## config.mk

```make
export PLATFORM = sky130hd
export DESIGN_NAME = tick_timer_gen
export DESIGN_NICKNAME = d
export VERILOG_FILES = /design/src/rtl/tick_timer_pkg.sv /design/src/rtl/tick_down_counter.sv /design/src/rtl/tick_timer_gen.sv
export SDC_FILE = /design/constraint.sdc
export NUM_CORES = 1
export LEC_CHECK = 0
export ABC_AREA = 1
export ABC_CLOCK_PERIOD_IN_PS = 2700
export CORE_AREA = 4 4 122 77
export CTS_CLUSTER_DIAMETER = 200
export DETAILED_ROUTE_END_ITERATION = 10
export DIE_AREA = 0 0 126 81
export PLACE_DENSITY = 0.85
export SKIP_CTS_REPAIR_TIMING = 1
export SYNTH_ARGS = -nofsm -noshare
export SYNTH_HDL_FRONTEND = slang
export SYNTH_SLANG_ARGS = --single-unit
```

## constraint.sdc

```tcl
create_clock -name clk -period 2.7 [get_ports clk]
set_input_delay 0.54 -clock clk [delete_from_list [all_inputs] [get_ports clk]]
set_output_delay 0.54 -clock clk [all_outputs]
set_load 0.02 [all_outputs]
```

## src/rtl/tick_timer_pkg.sv

```systemverilog
// Shared types and default widths for the tick timer generator.
package tick_timer_pkg;

   localparam int unsigned DEF_CNT_W      = 24;
   localparam int unsigned DEF_CNT_TICK_W = 4;

   typedef enum logic [1:0] {
      S_IDLE   = 2'd0,
      S_RUN    = 2'd1,
      S_PAUSED = 2'd2
   } state_e;

endpackage

```

## src/rtl/tick_down_counter.sv

```systemverilog
// Loadable period down-counter with zero flag; load has priority over decrement.
module tick_down_counter #(
   parameter int unsigned CNT_W = 24
) (
   input  logic             clk,
   input  logic             rst,
   input  logic             load_i,
   input  logic [CNT_W-1:0] load_val_i,
   input  logic             dec_i,
   output logic [CNT_W-1:0] count_o,
   output logic             zero_o
);

   logic [CNT_W-1:0] count_q;
   logic [CNT_W-1:0] count_d;

   always_comb begin
      count_d = count_q;
      if (load_i) begin
         count_d = load_val_i;
      end else if (dec_i) begin
         count_d = count_q - CNT_W'(1);
      end
   end

   // NOTE: state updates use non-blocking assignments so every register samples
   // pre-edge values; the reset is synchronous, so it lives inside the clocked branch.
   always_ff @(posedge clk) begin
      if (!rst) begin
         count_q <= '0;
      end else begin
         count_q <= count_d;
      end
   end

   assign count_o = count_q;
   assign zero_o  = (count_q == '0);

endmodule

```

## src/rtl/tick_timer_gen.sv

```systemverilog
// Periodic / one-shot tick generator with pause, stop and restart control.
module tick_timer_gen
   import tick_timer_pkg::*;
#(
   parameter int unsigned CNT_W      = DEF_CNT_W,
   parameter int unsigned CNT_TICK_W = DEF_CNT_TICK_W
) (
   input  logic                  clk,
   input  logic                  rst,
   input  logic                  start,
   input  logic                  stop,
   input  logic                  pause,
   input  logic                  one_shot,
   input  logic [CNT_W-1:0]      period,
   input  logic [CNT_TICK_W-1:0] burst_len,
   output logic                  tick,
   output logic [CNT_TICK_W-1:0] tick_index,
   output logic                  busy,
   output logic                  done
);

   state_e                state_q, state_d;
   logic [CNT_W-1:0]      period_q, period_d;
   logic                  one_shot_q, one_shot_d;
   logic [CNT_TICK_W-1:0] burst_len_q, burst_len_d;
   logic [CNT_TICK_W-1:0] tick_index_q, tick_index_d;
   logic                  tick_q, tick_d;
   logic                  done_q, done_d;
   logic                  busy_q;

   logic                  cnt_load;
   logic                  cnt_dec;
   logic [CNT_W-1:0]      cnt_load_val;
   logic [CNT_W-1:0]      cnt_value;
   logic                  cnt_zero;

   logic [CNT_W-1:0]      period_eff;
   logic [CNT_TICK_W-1:0] tick_index_inc;

   assign period_eff     = (period == '0) ? CNT_W'(1) : period;
   assign tick_index_inc = tick_index_q + CNT_TICK_W'(1);

   tick_down_counter #(
      .CNT_W (CNT_W)
   ) u_counter (
      .clk        (clk),
      .rst        (rst),
      .load_i     (cnt_load),
      .load_val_i (cnt_load_val),
      .dec_i      (cnt_dec),
      .count_o    (cnt_value),
      .zero_o     (cnt_zero)
   );

   // NOTE: every signal driven here gets a default first, so no path can leave
   // one unassigned and infer a latch.
   always_comb begin
      state_d      = state_q;
      period_d     = period_q;
      one_shot_d   = one_shot_q;
      burst_len_d  = burst_len_q;
      tick_index_d = tick_index_q;
      tick_d       = 1'b0;
      done_d       = 1'b0;
      cnt_load     = 1'b0;
      cnt_dec      = 1'b0;
      cnt_load_val = period_q - CNT_W'(1);

      unique case (state_q)
         S_IDLE: begin
            if (start && !stop) begin
               state_d      = S_RUN;
               period_d     = period_eff;
               one_shot_d   = one_shot;
               burst_len_d  = burst_len;
               tick_index_d = '0;
               cnt_load     = 1'b1;
               cnt_load_val = period_eff - CNT_W'(1);
            end
         end
         S_RUN, S_PAUSED: begin
            if (stop) begin
               state_d = S_IDLE;
            end else if (start) begin
               state_d      = S_RUN;
               period_d     = period_eff;
               one_shot_d   = one_shot;
               burst_len_d  = burst_len;
               tick_index_d = '0;
               cnt_load     = 1'b1;
               cnt_load_val = period_eff - CNT_W'(1);
            end else if (pause) begin
               state_d = S_PAUSED;
            end else begin
               // The edge that releases pause counts, so a pause of N edges delays by N.
               state_d = S_RUN;
               if (cnt_zero) begin
                  tick_d       = 1'b1;
                  tick_index_d = tick_index_inc;
                  cnt_load     = 1'b1;
                  if (one_shot_q && (tick_index_inc == burst_len_q)) begin
                     state_d = S_IDLE;
                     done_d  = 1'b1;
                  end
               end else begin
                  cnt_dec = 1'b1;
               end
            end
         end
         default: begin
            state_d = S_IDLE;
         end
      endcase
   end

   always_ff @(posedge clk) begin
      if (!rst) begin
         state_q      <= S_IDLE;
         period_q     <= '0;
         one_shot_q   <= 1'b0;
         burst_len_q  <= '0;
         tick_index_q <= '0;
         tick_q       <= 1'b0;
         done_q       <= 1'b0;
         busy_q       <= 1'b0;
      end else begin
         state_q      <= state_d;
         period_q     <= period_d;
         one_shot_q   <= one_shot_d;
         burst_len_q  <= burst_len_d;
         tick_index_q <= tick_index_d;
         tick_q       <= tick_d;
         done_q       <= done_d;
         busy_q       <= (state_d != S_IDLE);
      end
   end

   assign tick       = tick_q;
   assign done       = done_q;
   assign busy       = busy_q;
   assign tick_index = tick_index_q;

endmodule

```

# ---- Yosys cells after proc, flatten, opt, wreduce, memory -nomap -nowiden
# Cells that the tools add are included.
dict set report word_totals {
  ff_bits 62
  inputBits 34
  elab_cells 82
}
dict set report classes {
  add_sub_neg 4
  eq_ne 8
  mux 44
  bitwise 3
  reduce_logical 14
}
# operator n
set op_table {}
lappend op_table {{$mux W24} 9}
lappend op_table {{$pmux W24 S2} 2}
lappend op_table {{$sub A24 B1 Y24 const B} 3}
lappend op_table {{$logic_not A24 Y1} 2}
lappend op_table {{$mux W4} 8}
lappend op_table {{$mux W1} 16}
lappend op_table {{$pmux W4 S2} 2}
lappend op_table {{$mux W2} 4}
lappend op_table {{$ne A2 B2 Y1 const B} 3}
lappend op_table {{$ne A3 B3 Y1 const B} 2}
lappend op_table {{$reduce_bool A2 Y1} 3}
lappend op_table {{$reduce_or A6 Y1} 1}
lappend op_table {{$reduce_and A5 Y1} 1}
lappend op_table {{$add A4 B1 Y4 const B} 1}
lappend op_table {{$eq A4 B4 Y1} 1}
lappend op_table {{$pmux W1 S2} 2}
lappend op_table {{$pmux W2 S2} 1}
lappend op_table {{$reduce_and A4 Y1} 1}
lappend op_table {{$reduce_or A4 Y1} 1}
lappend op_table {{$not A1 Y1} 3}
lappend op_table {{$eq A2 B1 Y1 const B} 1}
lappend op_table {{$eq A2 B2 Y1 const B} 1}
lappend op_table {{$logic_and A1 B1 Y1} 2}
lappend op_table {{$logic_not A2 Y1} 1}
lappend op_table {{2 further kinds} 2}

# ---- Longest topological paths before layout
dict set report depth {
  depth_word 10
  ltp_mapped 16
}

# ---- Hierarchy
# From an unflattened synthesis, not the netlist that was laid out.
dict set report hier_totals {
  cells_unflattened 789
  hier_area_um2 4827.1
}
# module instances cells_each area_per_inst_um2
set modules_own_cells {}
lappend modules_own_cells {tick_timer_gen 1 530 3136.8}
lappend modules_own_cells {tick_down_counter 1 259 1690.4}

# ---- Worst setup path after synthesis
# OpenSTA, ideal clock, no wires.
dict set report synth_timing {
  kind {input -> register}
  startpoint {input port period[8]}
  endpoint {register u_counter.count_q[18], in the netlist u_counter.count_o[18]}
  t_arrival_ns 2.114
  slack_ns 0.516
  cell_stages 16
  path_cell_list {nor2_1 > nand2_1 > nor2_1 > nand3_1 > nand2_1 > inv_1 > ha_1 > nand2_1 > nor2_1 > nand2_1 > inv_1 > nand2_1 > a21oi_1 > o21ai_0 > nand3_1 > a21oi_1}
}
dict set report synth_via {
  elab_chain_len 7
}
# item line
set synth_lines {}
lappend synth_lines {{from (decl)} tick_timer_gen.sv:14} ;# input logic [CNT_W-1:0] period,
lappend synth_lines {{$logic_not A24 Y1} tick_timer_gen.sv:40} ;# assign period_eff = (period == '0) ? CNT_W'(1) : period;
lappend synth_lines {{$mux W24 (*)} tick_timer_gen.sv:40}
lappend synth_lines {{$sub A24 B1 Y24 (*)} {tick_timer_gen.sv:78, tick_timer_gen.sv:91}}
lappend synth_lines {{$mux W24} tick_timer_gen.sv:84} ;# end else if (start) begin
lappend synth_lines {{$mux W24} tick_timer_gen.sv:82} ;# if (stop) begin
lappend synth_lines {{$pmux W24 S2 (*)} tick_timer_gen.sv:69} ;# unique case (state_q)
lappend synth_lines {{$mux W24 (*)} tick_down_counter.sv:19} ;# if (load_i) begin
lappend synth_lines {{to (signal assigned)} tick_down_counter.sv:32} ;# count_q <= count_d;
lappend synth_lines {{to (decl)} tick_down_counter.sv:14} ;# logic [CNT_W-1:0] count_q;
# Mark *: on every way between the ends. The rest lies on a longest branch, timed or not.
# A chain may end at the register's enable or synchronous reset.

# ---- Worst setup path after layout
# Same ends and word-level chain as after synthesis.

==> metrics.txt <==
htree depth=3; first-pass iteration count of the detailed router=6; post-route setup TNS=0 ns; outcome=finished clean; final worst path period share=0.932; vias in the first global route=a little under 5000; Remaining Overflow, GRT=0; Peak VDD IR=~0.00037 V; internal power=~2200 µW; Num Clock Sinks=just over 60; RSZ-0062 raised after global routing=false; most frequent cell after synthesis=nor2_1; sum of buffers and inverters on the critical path=3; fin cells=between 900 and 1000; pwr/cell area=~590 nW/µm²; FF+latch area=1240 µm²; Slew Viols, Final=0; routed wire length=around 15000 µm; area of the core=~8300 µm²; Synth Warn #=0; min-delay worst type=register to register; syn_area_per_cell=6.21 µm²; Cell Rows=26; Synth top cells by count=141 x nor2_1, 117 x nand2_1, 90 x o21ai_0, 66 x inv_1, 62 x dfxtp_1; clock latency at the later pin of the worst-skew pair=~0.34 ns; mapped cell area=between 4000 and 5000 µm²; Worst Setup Path Type=input pin to register; clk slew on worst S/H paths=around 0.060 ns; vias per cell=5.77; Vias=about 5300; fill cell count=a little under 800; Boundary Pins=between 40 and 50; area of the multi-input gates=about 2800 µm²; Clk pwr share=0.392; layout cells sized above 1=0.116; Comb pwr share=0.284; Port Buffers=40; # setup viols final=0; DRC=0; Pleak=between 0.002 and 0.0025 µW; Max stage delay on crit path=between 0.4 and 0.5 ns; initial antenna violation count=0; Yosys reg bits=62; Yosys top cell area share=0.278; Post-synth EDFFs=0; antenna viol nets, final=0; Placer Congestion=just over 1; CP arrival=roughly 2.8 ns; number of max-cap violations=0; Routed WL per cell=between 15 and 20 µm; design area=around 5600 µm²; clk buf depth=2; DRC marker count from the first detailed-route iteration=about 770; family with the most delay on the worst path=simple AND/OR/NAND/NOR gates; Top FF cell, synth=dfxtp_1; Synth area leader=dfxtp_1; Critical Path Slowest Stage Cell=clkdlybuf4s50_1; Reg power frac=0.324; Tmin final=between 2 and 3 ns; max_slew headroom=0.585; Crit path top cell by count=nand2_1; Synth cell types=39; die area=approximately 10000 µm²; sw frac=0.334; Worst setup SP type=input pin; Syn Inst Count=720; nets@finish=approximately 840; TritonCTS clock tree=yes; worst endpoint required time=roughly 3 ns; clk_skew=between 0.005 and 0.006 ns; placed instance count=898; Async SR Flop Fraction=0; critical path fanouts, max=4; Psw=1100 µW; critical-path cell list=clkdlybuf4s50_1 > nor2_1 > nand2_1 > nor2_1 > nand3_1 > nand2_1 > inv_1 > ha_1 > nand2_2 > nor2_4 > nand2_1 > inv_1 > nand2_1 > a21oi_1 > o21ai_0 > nand3_1 > a21oi_1; DP Area=5250 µm²; Die Y=around 80 µm; diodes inserted=0; Syn Nets=760; Worst Setup End Kind=register; synth top area cells=dfxtp_1 28%, nor2_1 12%, o21ai_0 10%, nand2_1 9.8%, a21oi_1 5.9%; Initial Utilization=0.537; fmax=397 MHz; root buf cell=clkbuf_16; Final HPWL DP=11300 µm; area delta synth->final=25.4%; largest net degree at the start of global routing=48; Least-Margin Pin Slew=approximately 0.62 ns; CTS Buf Count=9; Die Wd=between 100 and 150 µm; Hold Vio Cnt, Final=0; gr usage total=0.308; first-pass GRT wire length=between 20000 and 25000 µm; sequential area share after synthesis=0.278
[worst register-to-register path, cell delays in order (launching register included)]
cell and delay (ns):
dfxtp_1 0.32, inv_1 0.12, ha_1 0.23, nand2_1 0.10
nor2_1 0.15, nand3_1 0.10, nor2_2 0.20, nand4_2 0.15
nand2_2 0.11, nand2_4 0.21, clkinv_2 0.28, o211ai_1 0.16
a21oi_1 0.16
[final cells by class]
cell class | instances | share of cell area
Clock inverter | 5 | 0.0145
Tap cell | 112 | 0.0250
Clock buffer | 11 | 0.0451
Inverter | 71 | 0.0478
Timing Repair Buffer | 90 | 0.138
Multi-Input combinational cell | 563 | 0.508
Sequential cell | 62 | 0.222
[path summary, 6_finish.rpt]
| kind | startpoint | to | depth (start not counted) | slack [ns] |
|---|---|---|---|---|
| max | period[8] | u_counter.count_o[18]$_SDFFE_PN0P_ | 17 | 0.18 |
| min | burst_len_q[1]$_SDFFE_PN0P_ | burst_len_q[1]$_SDFFE_PN0P_ | 2 | 0.48 |
| max reg2reg | u_counter.count_o[0]$_SDFFE_PN0P_ | u_counter.count_o[8]$_SDFFE_PN0P_ | 12 | 0.34 |
| min reg2reg | burst_len_q[1]$_SDFFE_PN0P_ | burst_len_q[1]$_SDFFE_PN0P_ | 2 | 0.48 |
[through the flow]
| step | worst slack (ns) | hold WS (ns) | power [µW] | utilization |
|---|---|---|---|---|
| 2_1_floorplan | 0.516 | 0.445 | 1680 | - |
| 3_3_place_gp | -0.0255 | 0.454 | 1940 | 0.631 |
| 3_5_place_dp | -0.160 | 0.477 | 1970 | 0.631 |
| 4_1_cts | 0.166 | 0.486 | 3270 | 0.671 |
| 5_1_grt | 0.0000446 | 0.520 | 3450 | 0.673 |
| 6_report | 0.183 | 0.482 | 3300 | 0.673 |
[placed cells by master, fill, tap and decap left out, types with 6 or more instances in the layout]
cell	Yosys	layout
nor2_1	141	140
xnor2_1	15	15
clkdlybuf4s50_1	0	40
ha_1	6	6
dfxtp_1	62	62
nand4_1	14	14
nand2_1	117	116
nor3_1	8	7
clkbuf_16	0	9
xor2_1	28	28
o21ai_0	90	89
a21oi_1	53	53
inv_1	66	66
nand3_1	51	51
buf_4	1	50
[layer usage]
metal / share of wire / track usage / up-vias
met4: 0.019 / 0.0857 / 0
met5: 0 / 0 / -
li1: - / - / 2513
met3: 0.11 / 0.0821 / 38
met2: 0.43 / 0.492 / 314
met1: 0.44 / 0.415 / 2411
[logic make-up after synthesis]
| group | after synthesis | share of synthesized area |
|---|---|---|
| AND/OR/NAND/NOR | 352 | 0.339 |
| AO/OA/AOI/OAI | 162 | 0.193 |
| flip-flops | 62 | 0.278 |
| XOR/XNOR | 43 | 0.0843 |
| adder cells (fa/ha/maj) | 6 | 0.0168 |
| buffers and inverters | 95 | 0.0890 |
[sequential cells by signal (all words and copies together) (netlist names)]
name,cells
done,1
tick_index,4
state_q,2
period_q,24
tick,1
busy,1
one_shot_q,1
u_counter.count_o,24
burst_len_q,4
[power groups by stage]
| stage | Sequential, µW | Clock [µW] | Combinational [µW] |
|---|---|---|---|
| 5_1_grt | 1080 | 1340 | 1030 |
| 4_1_cts | 1070 | 1290 | 908 |
| 2_1_floorplan | 1070 | 0 | 609 |
| 3_5_place_dp | 1080 | 0 | 889 |
| 6_report | 1070 | 1300 | 936 |
| 3_3_place_gp | 1080 | 0 | 860 |
No activity file was read; power rests on OpenSTA's default activity.
